===== src/rtl/imem_boot_loader.sv =====
// Serial boot loader: receives a length-prefixed, XOR-checked word stream and
// writes it into instruction memory, holding the processor in reset until done.
module imem_boot_loader #(
    parameter int PC_WIDTH    = 16,
    parameter int DATA_WIDTH  = 16,
    parameter int INSTR_NUM   = 15,
    parameter int TIMEOUT_CYC = 1024
) (
    input  logic                  clk,
    input  logic                  rst_n,
    input  logic                  start,
    input  logic [7:0]            rx_data,
    input  logic                  rx_valid,
    output logic                  rx_ready,
    output logic                  imem_wr_en,
    output logic [PC_WIDTH-1:0]   imem_wr_addr,
    output logic [DATA_WIDTH-1:0] imem_wr_data,
    output logic                  cpu_rst_n,
    output logic                  busy,
    output logic                  done,
    output logic                  err
);
    localparam int IDX_W = $clog2(INSTR_NUM + 1);
    localparam int TMO_W = $clog2(TIMEOUT_CYC + 1);

    typedef enum logic [2:0] {S_IDLE, S_LEN, S_HI, S_LO, S_CSUM, S_DONE, S_ERR} state_t;

    state_t                r_state, w_nxt;
    logic [IDX_W-1:0]      r_idx, r_len;
    logic [7:0]            r_hi, r_xor;
    logic [TMO_W-1:0]      r_tmo;
    logic                  r_ready, r_busy, r_done, r_err, r_cpu_rst_n, r_wr_en;
    logic [PC_WIDTH-1:0]   r_wr_addr;
    logic [DATA_WIDTH-1:0] r_wr_data;

    logic             w_busy, w_xfer, w_len_ok, w_tmo_hit;
    logic [IDX_W-1:0] w_idx_inc;

    function automatic logic is_busy(input state_t s);
        return (s == S_LEN) || (s == S_HI) || (s == S_LO) || (s == S_CSUM);
    endfunction

    assign w_busy    = is_busy(r_state);
    assign w_xfer    = rx_valid & r_ready;
    assign w_len_ok  = (rx_data != 8'd0) && ({24'd0, rx_data} <= INSTR_NUM);
    assign w_idx_inc = r_idx + 1'b1;
    // Counter would reach TIMEOUT_CYC on this idle edge.
    assign w_tmo_hit = w_busy && !w_xfer && (r_tmo == TMO_W'(TIMEOUT_CYC - 1));

    always_comb begin
        w_nxt = r_state;
        case (r_state)
            S_IDLE, S_DONE, S_ERR: if (start) w_nxt = S_LEN;
            S_LEN:  if (w_xfer) w_nxt = w_len_ok ? S_HI : S_ERR;
            S_HI:   if (w_xfer) w_nxt = S_LO;
            S_LO:   if (w_xfer) w_nxt = (w_idx_inc == r_len) ? S_CSUM : S_HI;
            S_CSUM: if (w_xfer) w_nxt = (rx_data == r_xor) ? S_DONE : S_ERR;
            default: w_nxt = S_IDLE;
        endcase
        if (w_tmo_hit) w_nxt = S_ERR;
    end

    always_ff @(posedge clk or negedge rst_n) begin
        if (!rst_n) begin
            r_state     <= S_IDLE;
            r_ready     <= 1'b0;
            r_busy      <= 1'b0;
            r_done      <= 1'b0;
            r_err       <= 1'b0;
            r_cpu_rst_n <= 1'b0;
            r_wr_en     <= 1'b0;
            r_wr_addr   <= '0;
            r_wr_data   <= '0;
            r_idx       <= '0;
            r_len       <= '0;
            r_hi        <= '0;
            r_xor       <= '0;
            r_tmo       <= '0;
        end else begin
            r_state     <= w_nxt;
            r_ready     <= is_busy(w_nxt);
            r_busy      <= is_busy(w_nxt);
            r_done      <= (w_nxt == S_DONE);
            r_err       <= (w_nxt == S_ERR);
            r_cpu_rst_n <= (w_nxt == S_DONE);
            r_wr_en     <= 1'b0;
            if (start && !w_busy) begin
                r_idx <= '0;
                r_xor <= '0;
                r_tmo <= '0;
            end else if (w_xfer) begin
                r_tmo <= '0;
                case (r_state)
                    S_LEN: r_len <= rx_data[IDX_W-1:0];
                    S_HI: begin
                        r_hi  <= rx_data;
                        r_xor <= r_xor ^ rx_data;
                    end
                    S_LO: begin
                        r_xor     <= r_xor ^ rx_data;
                        r_idx     <= w_idx_inc;
                        r_wr_en   <= 1'b1;
                        r_wr_addr <= PC_WIDTH'({r_idx, 1'b0});
                        r_wr_data <= DATA_WIDTH'({r_hi, rx_data});
                    end
                    default: ;
                endcase
            end else if (w_busy) begin
                r_tmo <= r_tmo + 1'b1;
            end
        end
    end

    assign rx_ready     = r_ready;
    assign busy         = r_busy;
    assign done         = r_done;
    assign err          = r_err;
    assign cpu_rst_n    = r_cpu_rst_n;
    assign imem_wr_en   = r_wr_en;
    assign imem_wr_addr = r_wr_addr;
    assign imem_wr_data = r_wr_data;
endmodule


===== config.mk =====
export PLATFORM = sky130hd
export DESIGN_NAME = imem_boot_loader
export DESIGN_NICKNAME = d
export VERILOG_FILES = /design/src/rtl/imem_boot_loader.sv
export SDC_FILE = /design/constraint.sdc
export NUM_CORES = 1
export LEC_CHECK = 0
export ABC_AREA = 1
export BUFFER_PORTS_ARGS = -buffer_cell sky130_fd_sc_hd__buf_2
export CORE_UTILIZATION = 35
export CTS_CLUSTER_SIZE = 10
export DETAILED_ROUTE_END_ITERATION = 8
export HOLD_SLACK_MARGIN = 0.08
export PLACE_DENSITY_LB_ADDON = 0.08
export REMOVE_ABC_BUFFERS = 1
export SLEW_MARGIN = 0
export SYNTH_ARGS = -nofsm -noshare
export SYNTH_HDL_FRONTEND = slang
export SYNTH_SLANG_ARGS = --single-unit

===== constraint.sdc =====
create_clock -name clk -period 1.7 [get_ports clk]
set_input_delay 0.34 -clock clk [delete_from_list [all_inputs] [get_ports clk]]
set_output_delay 0.34 -clock clk [all_outputs]
set_load 0.05 [all_outputs]

Yosys cells after proc, flatten, opt, wreduce, memory -nomap -nowiden
Index checks and enable logic that the tools add are counted.
{"block": "totals", "ff_bits": 62, "inputBits": 12, "out_inout_bits": 38, "elab_cells": 80}
{"block": "op_classes", "add_sub_neg": 2, "order_cmp": 1, "eq_ne": 15, "n_mux": 22, "bitwise": 3, "n_reduce_logical": 25}
{"op": "$mux W11", "n": 3}
{"op": "$mux W3", "n": 8}
{"op": "$mux W8", "n": 3}
{"op": "$eq A3 B3 Y1 const B", "n": 6}
{"op": "$pmux W3 S5", "n": 1}
{"op": "$eq A3 B2 Y1 const B", "n": 4}
{"op": "$mux W4", "n": 3}
{"op": "$add A11 B1 Y11 const B", "n": 1}
{"op": "$eq A11 B10 Y1 const B", "n": 1}
{"op": "$reduce_and A3 Y1", "n": 3}
{"op": "$eq A8 B8 Y1", "n": 1}
{"op": "$le A8 B4 Y1 const B", "n": 1}
{"op": "$reduce_bool A8 Y1", "n": 1}
{"op": "$xor A8 B8 Y8", "n": 1}
{"op": "$eq A3 B1 Y1 const B", "n": 2}
{"op": "$logic_or A1 B1 Y1", "n": 6}
{"op": "$reduce_bool A2 Y1", "n": 3}
{"op": "$add A4 B1 Y4 const B", "n": 1}
{"op": "$eq A4 B4 Y1", "n": 1}
{"op": "$logic_and A1 B1 Y1", "n": 4}
{"op": "$reduce_and A2 Y1", "n": 2}
{"op": "$logic_not A3 Y1", "n": 1}
{"op": "$mux W1", "n": 3}
{"op": "$reduce_bool A3 Y1", "n": 1}
{"op": "6 further kinds", "n": 7}

Depth between registers and ports, before layout
Gate-level depths: netlist (run 1).
{"block": "depth", "depth_word": 11, "depth_mapped": 15, "mapped_depth_nobuf": 15}

Worst setup path before layout (run 1)
No wires, ideal clock.
{"block": "synth_path", "kind": "reg-to-reg", "startpoint": "register busy (netlist name)", "endpoint": "register r_cpu_rst_n, in the netlist cpu_rst_n", "arrival_time_ps": 1801, "required_time_ps": 1614, "setup_slack_ps": -187, "stages_incl_launch_ff": 9, "n_path_buf": 0, "path_cell_list": "dfrtp_1 nand2_1 inv_1 nand3_1 inv_1 a21boi_0 nand3_2 inv_1 nor3_1"}
{"item": "to (signal assigned)", "line": "85", "text": "r_cpu_rst_n <= (w_nxt == S_DONE);"}
{"item": "to (decl)", "line": "32", "text": "logic r_ready, r_busy, r_done, r_err, r_cpu_rst_n, r_wr_en;"}

Worst setup path after layout (run 1)
{"block": "layout_path", "startpoint": "register r_tmo[1]", "endpoint": "register r_err, in the netlist err"}
{"block": "layout_between", "elab_chain_len": 4}
{"item": "from (decl)", "line": "31", "text": "logic [TMO_W-1:0] r_tmo;"}
{"item": "from (signal assigned)", "line": "109", "text": "r_tmo <= r_tmo + 1'b1;"}
{"item": "$eq A11 B10 Y1", "line": "48", "text": "assign w_tmo_hit = w_busy && !w_xfer && (r_tmo == TMO_W'(TIMEOUT_CYC - 1));"}
{"item": "$logic_and A1 B1 Y1", "line": "48"}
{"item": "$mux W3", "line": "60", "text": "if (w_tmo_hit) w_nxt = S_ERR;"}
{"item": "$eq A3 B3 Y1", "line": "84", "text": "r_err <= (w_nxt == S_ERR);"}
{"item": "to (signal assigned)", "line": "84"}
{"item": "to (decl)", "line": "32"}
Every way passes these cells.
A chain may end at the register's enable or synchronous reset.

==> results of run 1 <==
-- layout make-up --
cell class | instances | share of cell area [%]
Sequential cell | 62 | 39.9
Multi-Input combinational cell | 262 | 33.9
Timing Repair Buffer | 77 | 12.9
Inverter | 53 | 5.31
Tap cell | 105 | 3.38
Clock buffer | 9 | 3.18
Clock inverter | 7 | 1.41
-- power breakdown --
group	total, mW	internal (mW)	leakage (nW)	switching, mW
sequential	2.34	1.99	0.808	0.352
combinational	3.70	1.25	1.17	2.45
clock	1.23	0.546	0.0870	0.681
-- per-layer routing --
layer	vias to the layer above	global-route usage (%)
li1	1351	-
met1	1178	21.0
met2	37	27.3
met3	6	5.74
met4	0	5.22
met5	-	0
-- timing repair --
item / in CTS / in global routing
pin swaps: 10 / 14
hold buffers: 1 / 0
endpoints found under the hold margin: 15 / 0
setup buffers: 1 / 3
endpoints found under the setup margin: 19 / 14
resized for setup: 11 / 20
-- per-stage QoR --
stage                     instance area (um2)  setup TNS (ns)  setup slack [ns]
after floorplan                          2980          -26.08            -0.670
after global placement                   3570          -0.566            -0.105
after detailed placement                 3570          -0.779            -0.112
after CTS                                3810         -0.0579           -0.0372
after global routing                     3890          -0.702            -0.172
final                                    3890         -0.0108           -0.0108
-- final timing paths --
check	start	end	slack [ns]	depth (start not counted)
worst max-delay path	r_tmo[1]	err	-0.01	10
worst min-delay path	rx_data[5]	r_hi[5]	0.31	3
worst max register to register	r_tmo[1]	err	-0.01	10
worst min register to register	imem_wr_data[12]	imem_wr_data[12]	0.47	2
max in group asynchronous	rst_n	r_state[0]	0.65	3
min in group asynchronous	rst_n	imem_wr_data[14]	0.44	2
-- worst reg2reg max path, stage by stage (launching register included) --
cell,delay [ns]
dfrtp_1,0.36
ha_2,0.19
nand4_1,0.16
nor3_2,0.23
nand2_1,0.11
nor2_2,0.13
nand2_1,0.09
nor2_2,0.13
nor2_2,0.06
buf_4,0.13
nor2_4,0.06
-- cell usage in the layout, fill, tap and decap left out, types with 5 or more instances in the layout --
master	n
buf_2	37
nor2_1	22
nand2_1	117
a21oi_1	18
inv_2	6
nor2_4	5
clkbuf_8	9
inv_6	5
nand4_1	6
nand2_2	5
conb_1	12
dfrtp_1	60
buf_4	38
o21ai_0	30
inv_1	45
nand3_1	13
-- cell families after synthesis --
kind of cell | share of synthesized area [%]
and+or+nand+nor | 26.0
buffers and inverters | 10.7
AOI/OAI and AO/OA | 11.2
DFF | 50.7
xor gates and xnor gates | 0.572
adders and majority gates | 0.817
other | 0.122
-- flip-flops by register name, indices dropped and copies added (netlist names) --
register,cells
cpu_rst_n,1
r_tmo,11
r_hi,8
r_state,3
err,1
r_xor,8
busy,1
imem_wr_data,16
imem_wr_en,1
r_len,4
imem_wr_addr,4
r_idx,4
==> out/results.ini, run 1 <==
[finish]
drive_above_1_share_pct = 27.4
finalNetCount = 479
ff_latch_area_um2 = 1550
fillers = 842
instances_no_fill = 575
syn_to_final_growth_pct = 27.0
multi_input_area_um2 = 1320
fin_util_pct = 46.7
antenna_cells = 0

[drt]
route.met3.wl_um = 218
highest_layer = met4
dr.pass1.iters = 4
route.detailed.wl_per_inst_um = 11.8
wirelength_um = 6770
vias = 2572
wl_met2_um = 3150
drc_errors = 0
wl_met1_um = 3320
first_iter_violations = 110
ant_nets = 0
viasPerCell = 4.47

[floorplan]
rows = 33
die_area_um2 = 9130
core-area_um2 = 8340
die_h_um = 95.6
die-width_um = 95.6
start_util_pct = 36.7
io_pins = 50

[power]
vdd_drop_max_v = 0.000548
p_leak_nw = 2.07
power_density_nw_per_um2 = 1870
finalPower_mw = 7.27

[global_route]
antenna_found_initial = 0
grt_util_all_layers_pct = 16.8
grt_pass1_wl_um = 11500
grt_pass1_vias = 2515
grt_max_degree = 48
grt-ovfl-total = 0

[critical_path]
slowest_delay_ns = 0.36
required_ns = 1.99
cp.arrival_ns = 2.00
crit_chain = ha_2 -> nand4_1 -> nor3_2 -> nand2_1 -> nor2_2 -> nand2_1 -> nor2_2 -> nor2_2 -> buf_4 -> nor2_4
cp-end-kind = register
critPathMaxFanout = 3
crit_buf_inv = 1
worst-setup-path-type = register to register
worst_path_dominant_cell_family = simple AND/OR/NAND/NOR gates
critPathLaunchType = register
cpMostUsedCell = nor2_2
crit_path_top_delay_cell = dfrtp_1

[synthesis]
synthTopCellsByArea = dfrtp_1, nand2_1, inv_1
ys.flop_type = dfrtp_1
syn_inst = 385
netlist.top_cell.by_area = dfrtp_1
ys_types = 34
yosysWarnings = 0
yosysSeqAreaShare_pct = 50.7
synth_common_cells = nand2_1, dfrtp_1, inv_1
async_flop_share_pct = 100
syn_avg_cell_area_um2 = 7.96
synth-seq-cells = 62
yosysTopAreaCellShare_pct = 50.7
synth_most_common_cell = nand2_1
synth_area_um2 = 3060
synth_enable_flop_cells = 0

[place]
dpl.cell_count = 554
io_buffers = 37
dp_hpwl_um = 4780
gp_congestion = 0.777

[clock_network]
cts_sinks = 62
clk_path_buf_depth = 2
clockRootBuffer = clkbuf_8
clkTransAtPathRegs_ns = 0.08
insertion_delay_ns = 0.36
h-tree-depth = 3
cts_tree = built
cts_made_buffers = 9

[status]
status = finished, violations left
violations = negative setup slack

[sta]
timing.hold.ws_ns = 0.309
finalHoldViolations = 0
fin_skew_ns = 0.00983
rsz0062_at_grt = yes
finalWorstSetupSlack_ns = -0.0108
fin_crit_sh_pct = 101
fmax_mhz = 585
slew_violations = 0
setup_violations = 1
fin_crit_ns = 1.71

[run]
cap_violations = 0

[min_path]
hold_class = input pin to register

No activity file was read; power rests on OpenSTA's default activity.
==> run 2, diff against run 1 <==
==> constraint.sdc (replaced) <==
create_clock -name clk -period 1.7 [get_ports clk]
set_input_delay 0.17 -clock clk [delete_from_list [all_inputs] [get_ports clk]]
set_output_delay 0.17 -clock clk [all_outputs]
set_load 0.05 [all_outputs]
==> out/results.ini, run 2 (same netlist as run 1, synthesis figures left out) <==
[status]
status = finished, violations left  ; unchanged
violations = negative setup slack  ; unchanged

[critical_path]
worst-setup-path-type = register to register  ; unchanged
required_ns = 1.94  ; was 1.99 ns
ff2ff_setup_slack_ns = -0.04  ; was -0.01 ns
rr_worst_depth = 10  ; unchanged
critPathMaxFanout = 3  ; unchanged
crit_chain = ha_2 -> nand4_1 -> nor3_2 -> nand2_1 -> nor2_2 -> nand2_2 -> nor2_4 -> nor2_4 -> nand3_1 -> nand2_1  ; was ha_2 -> nand4_1 -> nor3_2 -> nand2_1 -> nor2_2 -> nand2_1 -> nor2_2 -> nor2_2 -> buf_4 -> nor2_4
critPathLaunchType = register  ; unchanged
cp-end-kind = register  ; unchanged
cp.arrival_ns = 1.98  ; was 2.00 ns
worstReg2RegStart = r_tmo[1]  ; unchanged
crit_path_top_delay_cell = dfrtp_1  ; unchanged
timing.rr.end = busy  ; was err
slowest_delay_ns = 0.37  ; was 0.36 ns

[finish]
finalNetCount = 481  ; was 479
final_area_um2 = 3970  ; was 3890 um2
syn_to_final_growth_pct = 29.7  ; was 27.0%
drive_above_1_share_pct = 29.2  ; was 27.4%
final_common_cell = nand2_1  ; unchanged
largest_reg_flops = 16  ; unchanged
fillers = 858  ; was 842
instances_no_fill = 577  ; was 575
fin_util_pct = 47.6  ; was 46.7%
antenna_cells = 0  ; unchanged
layout_common_cells = nand2_1, dfrtp_1, inv_1  ; unchanged

[clock_network]
insertion_delay_ns = 0.35  ; was 0.36 ns
cts_tree = built  ; unchanged
h-tree-depth = 3  ; unchanged
cts_made_buffers = 9  ; unchanged
clockRootBuffer = clkbuf_8  ; unchanged
clk_path_buf_depth = 2  ; unchanged
clkTransAtPathRegs_ns = 0.08  ; about the same
cts_sinks = 62  ; unchanged

[drt]
dr.pass1.iters = 4  ; unchanged
viasPerCell = 4.49  ; was 4.47
wirelength_um = 6770  ; about the same
drc_errors = 0  ; unchanged
ant_nets = 0  ; unchanged
route.detailed.wl_per_inst_um = 11.7  ; was 11.8 um
vias = 2592  ; was 2572
first_iter_violations = 83  ; was 110

[global_route]
grt_pass1_vias = 2301  ; was 2515
grt_max_degree = 63  ; was 48
grt_util_all_layers_pct = 15.9  ; was 16.8%
grt_pass1_wl_um = 10900  ; was 11500 um
antenna_found_initial = 0  ; unchanged
grt-ovfl-total = 0  ; unchanged

[sta]
tns_ns = -0.0867  ; was -0.0108 ns
slew_violations = 0  ; unchanged
fin_crit_sh_pct = 103  ; was 101%
finalWorstSetupSlack_ns = -0.0427  ; was -0.0108 ns
fin_crit_ns = 1.74  ; was 1.71 ns
rsz0062_at_grt = yes  ; unchanged
fin_skew_ns = 0.0124  ; was 0.00983 ns
finalHoldViolations = 0  ; unchanged
fmax_mhz = 574  ; was 585 MHz
setup_violations = 4  ; was 1

[floorplan]
start_util_pct = 36.7  ; unchanged
core-area_um2 = 8340  ; unchanged
rows = 33  ; unchanged
die-width_um = 95.6  ; unchanged
die_area_um2 = 9130  ; unchanged
io_pins = 50  ; unchanged
die_h_um = 95.6  ; unchanged

[min_path]
hold_class = input pin to register  ; unchanged
min-delay-start = rx_data[4]  ; was rx_data[5]
holdPathEnd = imem_wr_data[4]  ; was r_hi[5]
hold_depth = 3  ; unchanged

[place]
post-place-ws_ns = -0.113  ; was -0.112 ns
gp_congestion = 0.817  ; was 0.777
io_buffers = 37  ; unchanged
postPlaceCellArea_um2 = 3540  ; was 3570 um2
dpl.cell_count = 550  ; was 554
dp_hpwl_um = 4620  ; was 4780 um

[power]
p_leak_nw = 2.10  ; was 2.07 nW
vdd_drop_max_v = 0.000542  ; was 0.000548 V
power_density_nw_per_um2 = 1890  ; was 1870 nW/um2

[run]
cap_violations = 0  ; unchanged

==> run 2: area by class of cell <==
class,count,area [um2],share of cell area [%]
clock inverters,7,80.1,2.02
inverters,53,206,5.20
flip-flops and latches,62,1550,39.1
repair buffers,79,536,13.5
multi-input cells,262,1340,33.8
well taps,105,131,3.31
clock buffers,9,124,3.12
==> run 2: worst max-delay path by stage <==
stage	cells past startpoint	from	to
6_report	10	r_tmo[1]	busy
2_1_floorplan	7	busy	r_idx[3]
3_3_place_gp	10	r_idx[0]	cpu_rst_n
5_1_grt	10	r_tmo[0]	busy
4_1_cts	10	r_idx[0]	cpu_rst_n
3_5_place_dp	10	r_idx[0]	cpu_rst_n
==> run 2: metal layers <==
metal	up-vias	track usage (%)	part of all wire, %
met4	0	5.60	1.1
met3	6	4.78	3.0
met5	-	0	0
met1	1193	21.4	50
met2	40	24.1	46
li1	1353	-	-
==> run 2: critical path, delay by kind of cell, from the launching register on <==
family / cells / cell delay, ns
AND/OR/NAND/NOR: 9 / 1.06
flip-flops: 1 / 0.37
adder cells (fa/ha/maj): 1 / 0.21
==> run 2: repair_timing <==
action | 4_1_cts | 5_1_grt
setup buffers | 0 | 10
gates cloned | 0 | 0
pin swaps | 4 | 20
resized for setup | 10 | 30
endpoints found under the setup margin | 17 | 16
hold endpoints to repair | 62 | 0
hold buffers | 1 | 0
==> run 2: power breakdown <==
| group | internal (mW) | switching [mW] | total, mW |
|---|---|---|---|
| combinational | 1.33 | 2.52 | 3.85 |
| clock | 0.694 | 0.657 | 1.35 |
| sequential | 1.99 | 0.334 | 2.32 |
| total | 4.01 | 3.51 | 7.52 |
==> run 2: through the flow <==
step,hold WS [ns],power (mW)
after detailed placement,0.215,5.77
after floorplan,-0.126,4.70
final,0.138,7.52
after CTS,0.129,7.26
after global placement,0.213,5.75
after global routing,0.137,8.09
==> run 3, diff against run 2 <==
--- a/config.mk
+++ b/config.mk
@@ -5,7 +5,6 @@
 export SDC_FILE = /design/constraint.sdc
 export NUM_CORES = 1
 export LEC_CHECK = 0
-export ABC_AREA = 1
 export BUFFER_PORTS_ARGS = -buffer_cell sky130_fd_sc_hd__buf_2
 export CORE_UTILIZATION = 35
 export CTS_CLUSTER_SIZE = 10
==> out/results.ini, run 3 <==
[clock_network]
clockRootBuffer = clkbuf_8  ; unchanged
cts_tree = built  ; unchanged
h-tree-depth = 3  ; unchanged
cts_sinks = 62  ; unchanged
insertion_delay_ns = 0.34  ; was 0.35 ns
cts_made_buffers = 9  ; unchanged
clkTransAtPathRegs_ns = 0.07  ; was 0.08 ns
post_cts_buffers = 0  ; unchanged
clk_path_buf_depth = 2  ; unchanged

[sta]
finalHoldViolations = 0  ; unchanged
finalWorstSetupSlack_ns = -0.0765  ; was -0.0427 ns
fin_crit_ns = 1.78  ; was 1.74 ns
fin_skew_ns = 0.00457  ; was 0.0124 ns
slew_violations = 0  ; unchanged
tns_ns = -0.0765  ; was -0.0867 ns
rsz0062_at_grt = yes  ; unchanged
fmax_mhz = 563  ; was 574 MHz
fin_crit_sh_pct = 105  ; was 103%
setup_violations = 1  ; was 4

[synthesis]
synth_most_common_cell = dfrtp_1  ; was nand2_1
synth_area_um2 = 2980  ; was 3060 um2
yosysWarnings = 0  ; unchanged
ys_types = 45  ; was 34
synthSimpleGateAreaFrac_pct = 14.0  ; was 26.0%
synth-compound-area-share_pct = 6.43  ; was 11.2%
syn_avg_cell_area_um2 = 11.2  ; was 7.96 um2
netlist.top_cell.by_area = dfrtp_1  ; unchanged
muxShareOfSynthArea_pct = 12.8  ; was 0%
async_flop_share_pct = 100  ; unchanged
syn_inst = 265  ; was 385
synth_enable_flop_cells = 0  ; unchanged
synth_top_family_by_area = simple AND/OR/NAND/NOR gates  ; unchanged
synth-xor-area-share_pct = 7.64  ; was 0.572%
synth-seq-cells = 62  ; unchanged
synth_common_cells = dfrtp_1, mux2_2, nand2_1  ; was nand2_1, dfrtp_1, inv_1
synthTopCellsByArea = dfrtp_1, mux2_2, xor2_1  ; was dfrtp_1, nand2_1, inv_1
ys.flop_type = dfrtp_1  ; unchanged
yosysSeqAreaShare_pct = 52.1  ; was 50.7%
synthAdderAreaFrac_pct = 0.840  ; was 0.817%
yosysTopAreaCellShare_pct = 52.1  ; was 50.7%

[finish]
antenna_cells = 0  ; unchanged
fillers = 798  ; was 858
syn_to_final_growth_pct = 21.8  ; was 29.7%
finalNetCount = 351  ; was 481
final_common_cell = dfrtp_1  ; was nand2_1
layout_common_cells = dfrtp_1, buf_2, mux2_2, buf_4, nand2_1  ; was nand2_1, dfrtp_1, inv_1
fin_util_pct = 44.1  ; was 47.6%
largest_reg_flops = 16  ; unchanged
drive_above_1_share_pct = 37.5  ; was 29.2%

[drt]
route.detailed.wl_per_inst_um = 13.3  ; was 11.7 um
drc_errors = 0  ; unchanged
first_iter_violations = 79  ; was 83
vias = 2103  ; was 2592
wirelength_um = 5940  ; was 6770 um
ant_nets = 0  ; unchanged
viasPerCell = 4.72  ; was 4.49
dr.pass1.iters = 4  ; unchanged

[floorplan]
rows = 33  ; unchanged
io_pins = 50  ; unchanged
die_area_um2 = 8880  ; was 9130 um2
die-width_um = 94.3  ; was 95.6 um
die_h_um = 94.3  ; was 95.6 um
start_util_pct = 36.3  ; was 36.7%
core-area_um2 = 8220  ; was 8340 um2

[critical_path]
worst-setup-path-type = register to register  ; unchanged
required_ns = 1.92  ; was 1.94 ns
critPathMaxFanout = 3  ; unchanged
cp.arrival_ns = 2.00  ; was 1.98 ns
critPathLaunchType = register  ; unchanged
cp-end-kind = register  ; unchanged

[power]
vdd_drop_max_v = 0.00116  ; was 0.000542 V
power_density_nw_per_um2 = 1890  ; about the same
p_leak_nw = 1.74  ; was 2.10 nW

[status]
status = finished, violations left  ; unchanged
violations = negative setup slack  ; unchanged

[place]
io_buffers = 37  ; unchanged
gp_congestion = 0.776  ; was 0.817
dp_hpwl_um = 4150  ; was 4620 um

[global_route]
grt_max_degree = 63  ; unchanged
antenna_found_initial = 0  ; unchanged
grt_pass1_wl_um = 10200  ; was 10900 um
grt-ovfl-total = 0  ; unchanged
grt_util_all_layers_pct = 15.5  ; was 15.9%
grt_pass1_vias = 2112  ; was 2301

[run]
cap_violations = 0  ; unchanged

[min_path]
hold_class = input pin to register  ; unchanged

run 3: cell types whose count changed after synthesis, moves of 4 or more:
cell / delta
nand2_1: -97
inv_1: -43
mux2_2: +33
o21ai_0: -20
a21oi_1: -15
xor2_1: +13
xnor2_1: +11
nand3_1: -9
nor2_1: -5
o21ai_1: +5
and3_1: +4
clkbuf_1: -4
inv_2: -4
run 3: routing by layer:
layer	routed length (um)	share of wire [%]	vias up	GRT usage [%]
met4	101	1.7	0	6.54
met2	2550	43	41	22.7
met3	236	4.0	8	4.61
met1	3050	51	1030	21.1
met5	0	0	-	0
li1	-	-	1024	-
run 3: logic make-up (layout without fill, tap and decap cells):
| logic type | Yosys count | count (layout) |
|---|---|---|
| AOI/OAI and AO/OA | 32 | 32 |
| xor gates and xnor gates | 26 | 26 |
| adders and majority gates | 2 | 2 |
| buffers and inverters | 27 | 92 |
| DFF | 62 | 62 |
| muxes | 34 | 34 |
| other | 1 | 12 |
| and+or+nand+nor | 81 | 81 |
run 3: final cells by class:
class	instances	area, um2	share of cell area, %
clock inverter	2	10.0	0.276
inverter	5	18.8	0.517
clock buffer	13	139	3.83
timing repair buffer	72	463	12.8
sequential	62	1550	42.8
multi-input combinational	187	1310	36.2
tap	105	131	3.62
run 3: path summary, 6_finish.rpt:
kind	from	end	slack [ns]	cells after the start
max	r_idx[0]	busy	-0.08	7
min	rx_data[7]	r_hi[7]	0.14	2
max reg2reg	r_idx[0]	busy	-0.08	7
min reg2reg	r_tmo[10]	r_tmo[10]	0.49	2
max in group asynchronous	rst_n	r_len[0]	1.04	3
min in group asynchronous	rst_n	imem_wr_addr[3]	0.35	3
run 3: critical path, cell delays in order, from the launching register on:
cell and delay (ns):
dfrtp_1 0.41, ha_4 0.18, xnor2_2 0.14, xnor2_1 0.14
nor4_2 0.35, o211a_1 0.24, nand2_1 0.07, mux2i_1 0.12
run 3: repair_timing:
| action | 4_1_cts | 5_1_grt |
|---|---|---|
| endpoints found under the hold margin | 62 | 0 |
| gates resized for setup | 0 | 7 |
| pin swaps | 0 | 3 |
| setup endpoints to repair | 1 | 7 |
| hold buffers | 1 | 0 |
run 3: where the power goes:
part           internal (mW)  switching (mW)  total (mW)  leakage (nW)
clock network          0.518           0.538        1.06        0.0773
registers               2.04           0.351        2.39         0.795
logic                   1.33            2.09        3.41         0.865
total                   3.88            2.98        6.86          1.74
run 3: per-stage QoR:
step	setup slack [ns]	hold WS, ns	area (um2)	power, mW	instances
global route	-0.183	0.136	3630	7.37	446
detailed placement	-0.0252	0.216	3440	5.81	430
floorplan	-1.12	-0.126	2860	4.77	254
global placement	-0.0126	0.213	3440	5.79	430
CTS	-0.0406	0.132	3600	6.91	446
finish	-0.0765	0.141	3630	6.86	446
